==> src/rtl/ifu_fetch.sv <==
// Instruction-fetch front end: credit-limited in-order requests to the instruction bus,
// a small {addr,data} FIFO toward decode, and flush handling that drops stale responses.
module ifu_fetch #(
   parameter int ADDR_W = 32,
   parameter int DATA_W = 32,
   parameter int DEPTH  = 2
) (
   input  logic              clk,
   input  logic              rst,
   input  logic [ADDR_W-1:0] pc_i,
   input  logic              jump_flag_i,
   input  logic              hold_i,
   output logic              fetch_stall_o,
   output logic              ibus_req_o,
   output logic [ADDR_W-1:0] ibus_addr_o,
   input  logic              ibus_gnt_i,
   input  logic              ibus_rvalid_i,
   input  logic [DATA_W-1:0] ibus_rdata_i,
   output logic              inst_valid_o,
   output logic [DATA_W-1:0] inst_o,
   output logic [ADDR_W-1:0] inst_addr_o,
   input  logic              inst_ready_i
);

   localparam int CW = $clog2(DEPTH + 1);
   localparam int PW = (DEPTH > 1) ? $clog2(DEPTH) : 1;
   localparam logic [DATA_W-1:0] NOP = DATA_W'(32'h0000_0013);

   function automatic logic [PW-1:0] ptr_inc(input logic [PW-1:0] p);
      return (p == PW'(DEPTH - 1)) ? '0 : p + PW'(1);
   endfunction

   logic [ADDR_W-1:0] aq_mem   [DEPTH];
   logic [ADDR_W-1:0] addr_mem [DEPTH];
   logic [DATA_W-1:0] data_mem [DEPTH];

   logic [PW-1:0] aq_wr_q, aq_wr_d, aq_rd_q, aq_rd_d;
   logic [PW-1:0] wr_q, wr_d, rd_q, rd_d;
   logic [CW-1:0] pending_q, pending_d;
   logic [CW-1:0] discard_q, discard_d;
   logic [CW-1:0] count_q, count_d;

   logic credit, grant, push, pop;

   // Credit uses registered counts only, so a pop frees a slot one cycle later.
   assign credit = ({1'b0, pending_q} + {1'b0, count_q}) < (CW + 1)'(DEPTH);

   assign ibus_req_o    = rst & credit & ~hold_i & ~jump_flag_i;
   assign ibus_addr_o   = pc_i;
   assign grant         = ibus_req_o & ibus_gnt_i;
   assign fetch_stall_o = ~grant;

   // Responses during a flush, or while stale responses remain, never reach the FIFO.
   assign push = ibus_rvalid_i & (discard_q == '0) & ~jump_flag_i;
   assign pop  = (count_q != '0) & inst_ready_i & ~jump_flag_i;

   assign inst_valid_o = (count_q != '0);
   assign inst_o       = inst_valid_o ? data_mem[rd_q] : NOP;
   assign inst_addr_o  = inst_valid_o ? addr_mem[rd_q] : '0;

   always_comb begin
      aq_wr_d   = aq_wr_q;
      aq_rd_d   = aq_rd_q;
      wr_d      = wr_q;
      rd_d      = rd_q;
      count_d   = count_q;
      discard_d = discard_q;
      pending_d = pending_q + CW'(grant) - CW'(ibus_rvalid_i);

      if (grant)
         aq_wr_d = ptr_inc(aq_wr_q);
      if (ibus_rvalid_i)
         aq_rd_d = ptr_inc(aq_rd_q);

      if (jump_flag_i) begin
         // Everything still outstanding after this cycle's response is stale.
         discard_d = pending_q - CW'(ibus_rvalid_i);
         wr_d      = '0;
         rd_d      = '0;
         count_d   = '0;
      end else begin
         if (ibus_rvalid_i && (discard_q != '0))
            discard_d = discard_q - CW'(1);
         if (push)
            wr_d = ptr_inc(wr_q);
         if (pop)
            rd_d = ptr_inc(rd_q);
         count_d = count_q + CW'(push) - CW'(pop);
      end
   end

   always_ff @(posedge clk or negedge rst) begin
      if (!rst) begin
         aq_wr_q   <= '0;
         aq_rd_q   <= '0;
         wr_q      <= '0;
         rd_q      <= '0;
         count_q   <= '0;
         pending_q <= '0;
         discard_q <= '0;
      end else begin
         aq_wr_q   <= aq_wr_d;
         aq_rd_q   <= aq_rd_d;
         wr_q      <= wr_d;
         rd_q      <= rd_d;
         count_q   <= count_d;
         pending_q <= pending_d;
         discard_q <= discard_d;
      end
   end

   // Storage needs no reset: contents are only observed through valid counts.
   always_ff @(posedge clk) begin
      if (grant)
         aq_mem[aq_wr_q] <= pc_i;
      if (push) begin
         addr_mem[wr_q] <= aq_mem[aq_rd_q];
         data_mem[wr_q] <= ibus_rdata_i;
      end
   end

   a_rvalid_pending: assert property (@(posedge clk) disable iff (!rst)
      !(ibus_rvalid_i && (pending_q == '0)));
   a_push_full: assert property (@(posedge clk) disable iff (!rst)
      !(push && (count_q == CW'(DEPTH))));

endmodule

==> config.mk <==
export PLATFORM = sky130hd
export DESIGN_NAME = ifu_fetch
export DESIGN_NICKNAME = d
export VERILOG_FILES = /design/src/rtl/ifu_fetch.sv
export SDC_FILE = /design/constraint.sdc
export NUM_CORES = 1
export LEC_CHECK = 0
export CAP_MARGIN = 20
export CELL_PAD_IN_SITES_DETAIL_PLACEMENT = 1
export CELL_PAD_IN_SITES_GLOBAL_PLACEMENT = 1
export CORE_UTILIZATION = 46
export CTS_CLUSTER_DIAMETER = 120
export DETAILED_ROUTE_END_ITERATION = 8
export GPL_ROUTABILITY_DRIVEN = 1
export PLACE_DENSITY = 0.88
export SLEW_MARGIN = 10
export SYNTH_ARGS = -nofsm -noshare
export SYNTH_HDL_FRONTEND = slang
export SYNTH_SLANG_ARGS = --single-unit
==> constraint.sdc <==
create_clock -name clk -period 7.38 [get_ports clk]
set_clock_uncertainty 0.1 [all_clocks]
set_input_delay 1.476 -clock clk [delete_from_list [all_inputs] [get_ports clk]]
set_output_delay 1.476 -clock clk [all_outputs]
set_load 0.1 [all_outputs]
==> summary.txt <==
Run status
  • Status: completed

Floorplanning
  • Core area: 0.01676 mm²
  • Chip Height: 133.8 µm
  • Die Width: 133.8 µm
  • Die area: 0.01790 mm²
  • Initial Util: 0.4768
  • Row cnt: 47
  • Boundary Pins: 170

Synthesis
  • Cell area after synthesis: 0.007991 mm²
  • Synth Flop Type: edfxtp_1
  • Most common cell in the netlist: edfxtp_1
  • #FFs+latches synth: 202
  • Post-Synthesis Cells: 458
  • Mapped Nets: 536
  • Netlist cell types: 24
  • Yosys top cell by area: edfxtp_1
  • Ranking of synthesized cells by area: edfxtp_1 (72%), mux2i_1 (8.3%), mux2_2 (4.7%)
  • Avg Cell Area, Syn: 17.45 µm²
  • Fraction of registers with async set/reset: 0.04950
  • Sequential element share of the synthesized area: 0.7528
  • Ys Warns: 0
  • Post-synth top cells: edfxtp_1 (192), nor2_1 (69), mux2i_1 (66)
  • Synth top area share: 0.7215
  • EDFF count, synth: 192

Clocking
  • H-tree depth: 1
  • CTS Hold Bufs: 0
  • CTS tree: yes
  • CTS buffer count: 22
  • Clk root buf: clkbuf_16
  • Clock sink count: 202
  • Post-CTS Setup Bufs: 0
  • CTS Buffer Depth: 3
  • Skew-Pair Late Insertion Delay: 500 ps
  • CTS-repair resized insts: 0
  • Clock-pin slew on the worst setup and hold paths: 60 ps

Layout
  • Register Area: 0.006020 mm²
  • Filler cell count: 1498
  • # diodes: 0
  • Finished Layout Cells: 843
  • Synthesis-to-layout area growth: 30.08%
  • Layout Nets: 685
  • Layout cells sized above 1: 0.1316
  • Area of the multi-input gates: 0.001609 mm²

Worst hold path
  • WHS Endpoint: pending_q[0]
  • Hold Path Origin: pending_q[0]
  • Worst Hold Class: flip-flop to flip-flop
  • Min-Delay Path Depth: 1

Global routing
  • Grt total ovfl: 0
  • First-pass GRT wire length: 25.93 mm
  • Largest net degree at the start of global routing: 66
  • Tot GR Track Use: 0.1907
  • Initial antenna violation count: 0
  • Vias in the first global route: 4798

STA
  • Setup Viol. Count Final: 0
  • RSZ-0062 raised after global routing: no
  • Relative slew slack: 0.3054
  • Endpoints failing hold: 0
  • Pins Over Slew Limit: 0
  • Fin crit share: 0.7470
  • Final min period: 5513 ps
  • F_max: 0.1814 GHz
  • Fin Setup TNS: 0 ps
  • Slew @ Worst Pin: 1039 ps

Drt
  • Met2 WL: 9.239 mm
  • Wire length per cell: 20.07 µm
  • Vias: 4231
  • WL met3: 851 µm
  • Top sig layer: met4
  • Routed Wire Length: 16.92 mm
  • Met1 Routed Length: 6.515 mm
  • Drc violations: 0
  • Via-to-Cell Ratio: 5.019
  • Antenna-violating nets left: 0
  • First-pass DRT Iterations: 5
  • Initial DRC count: 168

Power
  • Switching share of power: 0.3691
  • VDD IR max: 0.2198 mV
  • Net switching power figure: 0.001373 W
  • Seq pwr share: 0.381
  • Static Leak: 3.436 nW
  • Pint: 0.002347 W
  • Power Density: 357.8 mW/mm²
  • Power share of the combinational group: 0.336
  • Part of the power in the clock network: 0.284

Flow run
  • MaxCap Viol Count: 0

Setup path
  • Crit-path max FO: 11
  • Critical Path End Type: primary output
  • Worst setup path class: input port to primary output
  • R2r setup slk: 4490 ps
  • R2R Path Start: count_q[0]
  • R2r endpoint: aq_mem[0][23]
  • Crit path DAT: 3940 ps
  • CP required: 5800 ps
  • R2R cell count: 5
  • Crit path launch type: input port
  • Crit path from: rst

Place
  • Routability cong.: 0.7192
  • IO Port Bufs: 169
  • Detailed Place HPWL: 10.93 mm
  • Placed cells: 802
[power groups by stage]
| stage | logic (W) | clock network [W] | registers (W) |
|---|---|---|---|
| final | 0.00125 | 0.00105 | 0.00142 |
| after global routing | 0.00130 | 0.00111 | 0.00142 |
| after CTS | 0.00124 | 0.00108 | 0.00144 |
| after detailed placement | 0.00123 | 0 | 0.00146 |
| after global placement | 0.00119 | 0 | 0.00145 |
| after floorplan | 0.000979 | 0 | 0.00142 |
[per-layer routing]
layer	vias up	track usage
li1	1951	-
met1	2120	0.2110
met2	135	0.3696
met3	25	0.03515
met4	0	0.05177
met5	-	0
[worst max path at each step]
stage,to,cells past startpoint
finish,ibus_req_o,4
global placement,ibus_req_o,4
detailed placement,ibus_req_o,4
floorplan,addr_mem[0][0],3
global route,ibus_req_o,4
CTS,ibus_req_o,4
[state kept, by name (all words and copies together) (netlist names)]
| register | cells |
|---|---|
| aq_wr_q | 1 |
| wr_q | 1 |
| aq_rd_q | 1 |
| aq_mem | 64 |
| addr_mem | 64 |
| data_mem | 64 |
| discard_q | 2 |
| count_q | 2 |
| rd_q | 1 |
| pending_q | 2 |
[logic make-up (layout without fill, tap and decap cells)]
kind of cell	after synthesis	in the layout	synth area share
DFF	202	202	0.7528
muxes	99	99	0.1292
and+or+nand+nor	82	82	0.04400
buffers and inverters	57	222	0.04963
xor gates and xnor gates	10	10	0.01190
adders and majority gates	7	7	0.01190
AOI/OAI and AO/OA	1	1	0.0006257
[per-stage QoR]
step | area [µm²] | setup slack, ps | power, W | hold WS [ps] | util
after floorplan | 7991 | 2195 | 0.002396 | 389.3 | -
after global placement | 9659 | 1908 | 0.002645 | 428.6 | 0.5763
after detailed placement | 9659 | 1837 | 0.002696 | 449.0 | 0.5763
after CTS | 10370 | 1832 | 0.003758 | 462.7 | 0.6186
after global routing | 10400 | 1740 | 0.003840 | 469.0 | 0.6202
final | 10400 | 1867 | 0.003720 | 453.5 | 0.6202
[cells in the final DEF, fill, tap and decap left out, drive strengths merged]
| cell type | instances |
|---|---|
| edfxtp | 192 |
| clkdlybuf4s50 | 169 |
| nor2 | 69 |
| mux2i | 66 |
| mux2 | 33 |
| clkbuf | 27 |
| dfrtp | 10 |
| clkinv | 10 |
| inv | 7 |
| ha | 6 |
| xnor2 | 6 |
| buf | 6 |
| nand2 | 5 |
| xor2 | 4 |
| nor2b | 2 |
| bufinv | 2 |
| and2b | 2 |
| o21ai | 1 |
| and2 | 1 |
| nor4b | 1 |
| or2 | 1 |
| and3 | 1 |
| fa | 1 |
| clkinvlp | 1 |
[layout make-up]
class                           instances  share of cell area
Clock inverter                         13             0.01240
Timing Repair Buffer                  175              0.1690
Tap cell                              220             0.02648
Inverter                                7            0.002528
Sequential cell                       202              0.5791
Multi-Input combinational cell        199              0.1548
Clock buffer                           27             0.05573
[worst max-delay path, stage by stage]
cell	delay, ps
clkdlybuf4s50_1	800
nor4b_4	340
nor2b_1	170
clkdlybuf4s50_1	1140
No activity file was read; power rests on OpenSTA's default activity.
